<file path="src/rtl/tcm_pkg.sv">
// Shared types and constants for the TCM arbiter: request bundle, read-return
// owner encoding and the default SRAM geometry.
package tcm_pkg;

  localparam int TCM_WORD_BYTES    = 4;
  localparam int TCM_DEFAULT_DEPTH = 256;

  typedef enum logic {OWN_P0, OWN_P1} tcm_owner_e;

  typedef struct packed {
    logic        we;
    logic [3:0]  be;
    logic [31:0] addr;
    logic [31:0] wdata;
  } tcm_req_t;

  // Byte address to SRAM word index.
  function automatic logic [31:0] word_idx(input logic [31:0] addr);
    return addr >> $clog2(TCM_WORD_BYTES);
  endfunction

endpackage

</file>
<file path="src/rtl/tcm_arbiter.sv">
// Two-port arbiter for the single-port TCM SRAM: core (port 0) has fixed
// priority, port 1 is guaranteed a grant after MAX_WAIT contested losses.
module tcm_arbiter
  import tcm_pkg::*;
#(
  parameter int DEPTH    = TCM_DEFAULT_DEPTH,
  parameter int MAX_WAIT = 4
) (
  input  logic        clk,
  input  logic        rst,
  input  logic        p0_req,
  input  logic        p0_we,
  input  logic [3:0]  p0_be,
  input  logic [31:0] p0_addr,
  input  logic [31:0] p0_wdata,
  output logic        p0_gnt,
  output logic        p0_rvalid,
  output logic [31:0] p0_rdata,
  output logic        p0_err,
  input  logic        p1_req,
  input  logic        p1_we,
  input  logic [3:0]  p1_be,
  input  logic [31:0] p1_addr,
  input  logic [31:0] p1_wdata,
  output logic        p1_gnt,
  output logic        p1_rvalid,
  output logic [31:0] p1_rdata,
  output logic        p1_err,
  output logic        sram_cen,
  output logic        sram_wen,
  output logic [3:0]  sram_ben,
  output logic [31:0] sram_addr,
  output logic [31:0] sram_din,
  input  logic [31:0] sram_dout
);

  localparam int CW = $clog2(MAX_WAIT + 1);
  localparam logic [CW-1:0] WAIT_MAX = CW'(MAX_WAIT);

  logic [CW-1:0] wait_cnt;
  logic          rd_pend;
  tcm_owner_e    rd_owner;
  logic          rd_err;
  logic          wr_err_pend;
  tcm_owner_e    wr_err_owner;

  tcm_req_t   p0_r, p1_r, sel_r;
  tcm_owner_e gnt_owner;
  logic       gnt_any;
  logic       out_of_range;
  logic       access;

  assign p0_r = '{we: p0_we, be: p0_be, addr: p0_addr, wdata: p0_wdata};
  assign p1_r = '{we: p1_we, be: p1_be, addr: p1_addr, wdata: p1_wdata};

  always_comb begin
    p0_gnt = 1'b0;
    p1_gnt = 1'b0;
    if (!rst) begin
      if (p0_req && p1_req) begin
        if (wait_cnt == WAIT_MAX) p1_gnt = 1'b1;
        else                      p0_gnt = 1'b1;
      end else if (p0_req) begin
        p0_gnt = 1'b1;
      end else if (p1_req) begin
        p1_gnt = 1'b1;
      end
    end
  end

  assign gnt_any      = p0_gnt | p1_gnt;
  assign gnt_owner    = p1_gnt ? OWN_P1 : OWN_P0;
  assign sel_r        = p1_gnt ? p1_r : p0_r;
  assign out_of_range = word_idx(sel_r.addr) >= 32'(DEPTH);
  assign access       = gnt_any && !out_of_range;

  // Out-of-range accesses are still granted but never touch the macro.
  always_comb begin
    sram_cen  = 1'b1;
    sram_wen  = 1'b1;
    sram_ben  = 4'hF;
    sram_addr = '0;
    sram_din  = '0;
    if (access) begin
      sram_cen  = 1'b0;
      sram_wen  = ~sel_r.we;
      sram_ben  = ~sel_r.be;
      sram_addr = word_idx(sel_r.addr);
      sram_din  = sel_r.wdata;
    end
  end

  always_ff @(posedge clk) begin
    if (rst) begin
      wait_cnt     <= '0;
      rd_pend      <= 1'b0;
      rd_owner     <= OWN_P0;
      rd_err       <= 1'b0;
      wr_err_pend  <= 1'b0;
      wr_err_owner <= OWN_P0;
    end else begin
      if (!p1_req || p1_gnt)     wait_cnt <= '0;
      else if (wait_cnt != WAIT_MAX) wait_cnt <= wait_cnt + 1'b1;

      rd_pend     <= gnt_any && !sel_r.we;
      wr_err_pend <= gnt_any && sel_r.we && out_of_range;
      if (gnt_any) begin
        rd_owner     <= gnt_owner;
        rd_err       <= out_of_range;
        wr_err_owner <= gnt_owner;
      end
    end
  end

  // Returns are masked while rst is high so a read in flight is dropped.
  always_comb begin
    p0_rvalid = !rst && rd_pend && (rd_owner == OWN_P0);
    p1_rvalid = !rst && rd_pend && (rd_owner == OWN_P1);
    p0_rdata  = (p0_rvalid && !rd_err) ? sram_dout : '0;
    p1_rdata  = (p1_rvalid && !rd_err) ? sram_dout : '0;
    p0_err    = (p0_rvalid && rd_err) ||
                (!rst && wr_err_pend && (wr_err_owner == OWN_P0));
    p1_err    = (p1_rvalid && rd_err) ||
                (!rst && wr_err_pend && (wr_err_owner == OWN_P1));
  end

endmodule
</file>
<file path="config.mk">
export PLATFORM = sky130hd
export DESIGN_NAME = tcm_arbiter
export DESIGN_NICKNAME = d
export VERILOG_FILES = /design/src/rtl/tcm_pkg.sv /design/src/rtl/tcm_arbiter.sv
export SDC_FILE = /design/constraint.sdc
export NUM_CORES = 1
export LEC_CHECK = 0
export BUFFER_PORTS_ARGS = -buffer_cell sky130_fd_sc_hd__buf_4
export CORE_AREA = 2 2 123 125
export CTS_CLUSTER_SIZE = 14
export DETAILED_ROUTE_END_ITERATION = 7
export DIE_AREA = 0 0 125 127
export PLACE_DENSITY = 0.51
export SETUP_SLACK_MARGIN = 0.3
export SLEW_MARGIN = 10
export SYNTH_ARGS = -nofsm -noshare
export SYNTH_HDL_FRONTEND = slang
export SYNTH_SLANG_ARGS = --single-unit
</file>
<file path="constraint.sdc">
create_clock -name clk -period 2.9 [get_ports clk]
set_input_delay 0.58 -clock clk [delete_from_list [all_inputs] [get_ports clk]]
set_output_delay 0.58 -clock clk [all_outputs]
set_load 0.03 [all_outputs]
</file>
==> reports/qor.tcl, run 1 <==
set qor(h-tree-depth) 1
set qor(synth.top_cells.by_count) {sky130_fd_sc_hd__and2_1 (65), sky130_fd_sc_hd__mux2i_1 (43), sky130_fd_sc_hd__nor3_2 (39)}
set qor(netlist_top_cells_area) {sky130_fd_sc_hd__mux2i_1 (21%), sky130_fd_sc_hd__and2_1 (19%), sky130_fd_sc_hd__nor3_2 (19%)}
set qor(synth.avg_cell_area_sq_um) 7.950
set qor(finalSetupViolations) 45
set qor(cp_cell_sequence) {buf_6 > or4_1 > or4_4 > a21o_4 > buf_12 > nor3_4 > buf_6}
set qor(timing.clock.skew_ps) 0.6460
set qor(avgViaCountPerCell) 4.007
set qor(run_status) {finished with violations}
set qor(route.final.wire_length_mm) 9.917
set qor(crit_required_ps) 2320
set qor(synth_seq_cells) 7
set qor(clock-sinks) 7
set qor(cts.path.max_buffers) 2
set qor(yosys_warnings) 0
set qor(power_density_nw_per_um2) 143.7
set qor(holdPathStages) 1
set qor(synth-edff-count) 0
set qor(mappedNetlistArea_sq_um) 2091
set qor(timing.critical_path.slowest_stage_cell) {sky130_fd_sc_hd__or4_4}
set qor(leakage_nw) 2.583
set qor(gp_routability_congestion) 0.8374
set qor(overflow) 0
set qor(synth-main-ff-cell) {sky130_fd_sc_hd__dfxtp_1}
set qor(post-place-ws_ps) -168.2
set qor(critical-path-top-cell-by-count) {sky130_fd_sc_hd__buf_6}
set qor(row_count) 44
set qor(drt_pass1_iterations) 4
set qor(core-area_sq_um) 14420
set qor(yosys.area.top_type_share) 0.2059
set qor(timing.final.crit_share) 1.044
set qor(synthArstFlopShare) 0
set qor(flow.area_growth_from_synthesis_pct) 145.3
set qor(critPathMaxStageDelay_ps) 510
set qor(worst-r2r-cell-count) 8
set qor(irDropWorstVdd_v) 0.0001366
set qor(grt_first_pass_wirelength_mm) 15.26
set qor(boundaryPins) 314
set qor(maximum_capacitance_violations) 0
set qor(routedWlPerCell_um) 13.47
set qor(setup_repair_after_global_routing_missed_its_margin) {true}
set qor(clk-insertion-delay-late_ps) 230
set qor(post-synth-top-count-cell) {sky130_fd_sc_hd__and2_1}
set qor(synth-seq-area-share) 0.06703
set qor(syn-instance-count) 263
set qor(drt_first_iter_violations) 47
set qor(die_area_sq_um) 15880
set qor(setup_crit_start_kind) {input pin}
set qor(ant_nets) 0
set qor(residual_drc_count) 0
set qor(criticalPathCategory) {in2out}
set qor(fin_nets) 729
set qor(critPathMaxFanout) 10
set qor(synth_top_area_cell) {sky130_fd_sc_hd__mux2i_1}
set qor(start_util) 0.1450
set qor(fin_area_sq_um) 5129
set qor(antenna_cells) 0
set qor(setup_slack_of_the_critical_path_after_layout_ps) -127.2
set qor(grt_pass1_vias) 3082
set qor(hp-class) {reg2reg}
set qor(die_y_um) 127
set qor(placed_area_sq_um) 4768
set qor(global_route.usage.total) 0.1161
set qor(grt_start_max_net_pins) 36
set qor(worstSetupEndpointType) {output pin}
set qor(vias) 2949
set qor(postLayoutCoreUtil) 0.3556
set qor(finalCriticalPeriod_ps) 3027
set qor(cts_inserted_buffers) 3
set qor(cts_root_buf) {sky130_fd_sc_hd__clkbuf_16}
set qor(hold_viol_final) 0
set qor(post-dp-hpwl_mm) 8.936
set qor(tritoncts) {built}
set qor(cts_setup_buffers) 0
set qor(cts.hold.buffers_added) 0
set qor(port_buffers) 285
set qor(timing.fmax_mhz) 330.3
set qor(die_boundary_width_um) 125
set qor(number_of_distinct_library_cells_after_synthesis) 33
set qor(drive_gt1_frac) 0.6685
set qor(pins_over_their_slew_limit) 0
set qor(setup_total_negative_slack_ps) -4346
set qor(critical_path_arrival_ps) 2450
set qor(antenna_violations_before_repair) 0
set qor(cts.reportedPaths.clkPinSlew_ps) 30
set qor(failed_checks) {setup timing}
==> logic make-up (layout without fill, tap and decap cells) <==
logic type | Yosys count | count (layout) | synth area share
mux | 49 | 49 | 0.2382
flops | 7 | 7 | 0.06702
simple gates | 149 | 149 | 0.5045
other cells | 1 | 24 | 0.001794
compound gates | 8 | 8 | 0.02932
buf+inv | 47 | 313 | 0.1472
fa+ha+maj | 2 | 2 | 0.01197
==> registers in the layout, summed over array words and instances (netlist names) <==
name          flops
wait_cnt          3
wr_err_owner      1
rd_err            1
rd_pend           1
wr_err_pend       1
==> per-layer routing <==
| metal | vias up | routed length, um | global-route usage |
|---|---|---|---|
| met5 | - | 0 | 0 |
| met4 | 0 | 118 | 0.02418 |
| met3 | 8 | 873 | 0.02136 |
| met2 | 194 | 5653 | 0.2430 |
| met1 | 1298 | 3272 | 0.1179 |
| li1 | 1449 | - | - |
==> power breakdown <==
part / total, mW / internal [mW] / switching (mW)
Sequential: 0.105 / 0.101 / 0.00384
Combinational: 0.399 / 0.210 / 0.189
Clock: 0.233 / 0.183 / 0.0501
==> final timing paths <==
kind / startpoint / to / slack, ps
setup / recovery: p1_addr[27] / sram_din[12] / -130
hold / removal: wait_cnt[0] / wait_cnt[0] / 470
setup reg to reg: wait_cnt[0] / rd_err / 1000
hold reg to reg: wait_cnt[0] / wait_cnt[0] / 470
==> cells in the final DEF, fill, tap and decap left out, drive strengths merged, types with 2 or more instances in the layout <==
master	instances
buf	306
and2	65
mux2i	43
nor3	42
conb	24
nor2	11
nor4	8
dfxtp	7
mux2	6
nand3	6
nand2	4
clkbuf	4
inv	3
or4	3
nand2b	2
nor2b	2
nand4	2
a211oi	2
ha	2
a21oi	2
==> critical path: cells and delay by family <==
family / cells / cell delay [ps]
AO/OA/AOI/OAI: 1 / 290
buffers and inverters: 3 / 410
AND/OR/NAND/NOR: 3 / 1130
==> final cells by class <==
class	instances	area [sq um]
clock buffer	4	78.83
fill	1473	9295
inverter	3	11.26
multi-input combinational	232	2079
sequential	7	140.1
tap	184	230.2
timing repair buffer	306	2589
==> stage by stage <==
step	total power [mW]	cells	hold slack, ps
floorplan	0.3051	286	424.7
global placement	0.4986	732	435.3
detailed placement	0.5040	732	476.5
CTS	0.7429	736	481.5
global route	0.7770	736	501.5
finish	0.7371	736	473.8
==> timing repair <==
item,4_1_cts,5_1_grt
pin swaps,8,4
gates resized for setup,63,6
setup endpoints to repair,46,46
Note: power is estimated with default switching activity, not from simulation.
==> inputs of run 2 (changes only) <==
--- a/config.mk
+++ b/config.mk
@@ -6,13 +6,16 @@
 export NUM_CORES = 1
 export LEC_CHECK = 0
 export BUFFER_PORTS_ARGS = -buffer_cell sky130_fd_sc_hd__buf_4
-export CORE_AREA = 2 2 123 125
+export CELL_PAD_IN_SITES_DETAIL_PLACEMENT = 1
+export CELL_PAD_IN_SITES_GLOBAL_PLACEMENT = 1
+export CORE_AREA = 2 2 121 123
 export CTS_CLUSTER_SIZE = 14
 export DETAILED_ROUTE_END_ITERATION = 7
-export DIE_AREA = 0 0 125 127
-export PLACE_DENSITY = 0.51
+export DIE_AREA = 0 0 123 125
+export PLACE_DENSITY = 0.77
 export SETUP_SLACK_MARGIN = 0.3
 export SLEW_MARGIN = 10
 export SYNTH_ARGS = -nofsm -noshare
 export SYNTH_HDL_FRONTEND = slang
 export SYNTH_SLANG_ARGS = --single-unit
+export TNS_END_PERCENT = 5
==> run 2 against run 1 <==
Against the previous run: the run still ends with setup timing left; global-route usage grew 2.2 points; combinational power grew 2%; worst setup slack lost 47 ps; die area shrank 3.1%; maximum frequency shrank 1.5%; critical endpoint is now sram_din[25]; sequential power is essentially flat; clock-buffer cell count is the same; cell area shrank 0.20%; final cell count grew 0.95%; largest power group unchanged; sequential cell count is the same.
==> reports/qor.tcl, run 2 (synthesized netlist as in run 1, its figures left out) <==
set qor(cts_root_buf) {sky130_fd_sc_hd__clkbuf_16} ;# unchanged
set qor(hold_ws_ps) 489.6 ;# was 473.8 ps
set qor(ant_nets) 0 ;# unchanged
set qor(hp-class) {reg2reg} ;# unchanged
set qor(critical_path_arrival_ps) 2490 ;# was 2450 ps
set qor(cts.reportedPaths.clkPinSlew_ps) 40 ;# was 30 ps
set qor(die_y_um) 125 ;# was 127 um
set qor(post-place-ws_ps) -201.9 ;# was -168.2 ps
set qor(met1_length_mm) 3.603 ;# was 3.272 mm
set qor(worstSetupEndpointType) {output pin} ;# unchanged
set qor(cts_inserted_buffers) 3 ;# unchanged
set qor(pins_over_their_slew_limit) 0 ;# unchanged
set qor(report.power.total_mw) 0.7530 ;# was 0.7371 mW
set qor(drt_first_iter_violations) 28 ;# was 47
set qor(met3_length_mm) 1.101 ;# was 873 um
set qor(crit_required_ps) 2320 ;# about the same
set qor(residual_drc_count) 0 ;# unchanged
set qor(vias) 3083 ;# was 2949
set qor(route.final.wire_length_mm) 11.61 ;# was 9.917 mm
set qor(final_common_cell) {sky130_fd_sc_hd__buf_4} ;# unchanged
set qor(routedWlPerCell_um) 15.62 ;# was 13.47 um
set qor(topRoutingLayerUsed) {met4} ;# unchanged
set qor(die_boundary_width_um) 123 ;# was 125 um
set qor(avgViaCountPerCell) 4.149 ;# was 4.007
set qor(cts.path.max_buffers) 2 ;# unchanged
set qor(power_density_nw_per_um2) 147.1 ;# was 143.7 nW/um^2
set qor(hold_viol_final) 0 ;# unchanged
set qor(leading_cell_types_in_the_layout_fill_and_taps_excluded) {sky130_fd_sc_hd__buf_4 (253), sky130_fd_sc_hd__and2_1 (65), sky130_fd_sc_hd__buf_6 (54)} ;# was sky130_fd_sc_hd__buf_4 (247), sky130_fd_sc_hd__and2_1 (65), sky130_fd_sc_hd__buf_6 (51)
set qor(tritoncts) {built} ;# unchanged
set qor(timing.clock.skew_ps) 4.432 ;# was 0.6460 ps
set qor(antenna_violations_before_repair) 1 ;# was 0
set qor(timing.fmax_mhz) 325.3 ;# was 330.3 MHz
set qor(setup_repair_after_global_routing_missed_its_margin) {true} ;# unchanged
set qor(criticalPathCategory) {in2out} ;# unchanged
set qor(drive_gt1_frac) 0.6720 ;# was 0.6685
set qor(die_area_sq_um) 15380 ;# was 15880 sq um
set qor(clk-insertion-delay-late_ps) 230 ;# about the same
set qor(failed_checks) {setup timing} ;# unchanged
set qor(met2_length_mm) 6.755 ;# was 5.653 mm
set qor(finalCriticalPeriod_ps) 3074 ;# was 3027 ps
set qor(grt_start_max_net_pins) 33 ;# was 36
set qor(fin_area_sq_um) 5119 ;# was 5129 sq um
set qor(grt_pass1_vias) 3304 ;# was 3082
set qor(overflow) 0 ;# unchanged
set qor(port_buffers) 285 ;# unchanged
set qor(flow.area_growth_from_synthesis_pct) 144.8 ;# was 145.3%
set qor(start_util) 0.1472 ;# was 0.1450
set qor(post-dp-hpwl_mm) 10.05 ;# was 8.936 mm
set qor(boundaryPins) 314 ;# unchanged
set qor(irDropWorstVdd_v) 0.0001316 ;# was 0.0001366 V
set qor(run_status) {finished with violations} ;# unchanged
set qor(timing.final.crit_share) 1.060 ;# was 1.044
set qor(core-area_sq_um) 14200 ;# was 14420 sq um
set qor(maximum_capacitance_violations) 0 ;# unchanged
set qor(global_route.usage.total) 0.1377 ;# was 0.1161
set qor(row_count) 44 ;# unchanged
set qor(setup_crit_start_kind) {input pin} ;# unchanged
set qor(largest_register_ff_count) 3 ;# unchanged
set qor(drt_pass1_iterations) 4 ;# unchanged
set qor(grt_first_pass_wirelength_mm) 16.66 ;# was 15.26 mm
set qor(setup_slack_of_the_critical_path_after_layout_ps) -174.2 ;# was -127.2 ps
set qor(critPathMaxFanout) 7 ;# was 10
set qor(h-tree-depth) 1 ;# unchanged
set qor(fin_nets) 735 ;# was 729
set qor(clock-sinks) 7 ;# unchanged
set qor(finalSetupViolations) 45 ;# unchanged
set qor(cts.hold.buffers_added) 0 ;# unchanged
set qor(largest-register) {wait_cnt} ;# unchanged
set qor(cts_setup_buffers) 0 ;# unchanged
set qor(gp_routability_congestion) 0.7342 ;# was 0.8374
set qor(leakage_nw) 2.591 ;# was 2.583 nW
set qor(placed_area_sq_um) 4755 ;# was 4768 sq um
==> run 2: cell count changes in the layout (fill, tap and decap cells not counted), sizes merged <==
cell	previous run	this run
buf	306	311
clkbuf	4	5
diode	0	1
==> run 2: final cells by class <==
| class | instances | area, sq um |
|---|---|---|
| sequential | 7 | 140.1 |
| clock buffer | 4 | 78.83 |
| inverter | 3 | 11.26 |
| timing repair buffer | 312 | 2620 |
| fill | 1657 | 9085 |
| multi-input combinational | 232 | 2036 |
| tap | 184 | 230.2 |
| antenna | 1 | 2.502 |
==> run 2: worst max-delay path: stages <==
cell,delay (ps)
sky130_fd_sc_hd__buf_6,90
sky130_fd_sc_hd__or4_4,510
sky130_fd_sc_hd__or4_4,510
sky130_fd_sc_hd__a21o_4,310
sky130_fd_sc_hd__clkbuf_16,190
sky130_fd_sc_hd__nor3_4,130
sky130_fd_sc_hd__buf_6,160
==> run 2: per-stage QoR <==
| step | setup TNS, ps | instances | util |
|---|---|---|---|
| final | -5688 | 743 | 0.3604 |
| after global routing | -7723 | 743 | 0.3604 |
| after CTS | -6383 | 740 | 0.3494 |
| after detailed placement | -7355 | 736 | 0.3347 |
| after global placement | -6833 | 736 | 0.3347 |
| after floorplan | 0 | 286 | - |
==> run 2: path summary, 6_finish.rpt <==
path,cells after the start,slack (ps),from,end
hold / removal,1,490,wait_cnt[0],wait_cnt[0]
setup / recovery,7,-170,p1_addr[27],sram_din[25]
setup reg to reg,8,990,wait_cnt[0],rd_err
hold reg to reg,1,490,wait_cnt[0],wait_cnt[0]
==> run 2: layer usage <==
layer  vias to the layer above  GRT usage
li1                       1462          -
met1                      1425     0.1206
met2                       190     0.3045
met3                         6    0.02692
met4                         0    0.02607
met5                         -          0
==> run 2: timing repair <==
action,in CTS,in global routing
gates resized for setup,35,29
pin swaps,3,3
gates cloned,0,2
endpoints found under the setup margin,47,46
==> run 2: report_power, final <==
| part | switching (mW) | leakage, nW | total (mW) | internal [mW] |
|---|---|---|---|---|
| sequential | 0.00390 | 0.0575 | 0.105 | 0.101 |
| clock | 0.0563 | 0.0382 | 0.240 | 0.183 |
| combinational | 0.194 | 2.50 | 0.408 | 0.214 |
| total | 0.254 | 2.59 | 0.753 | 0.499 |
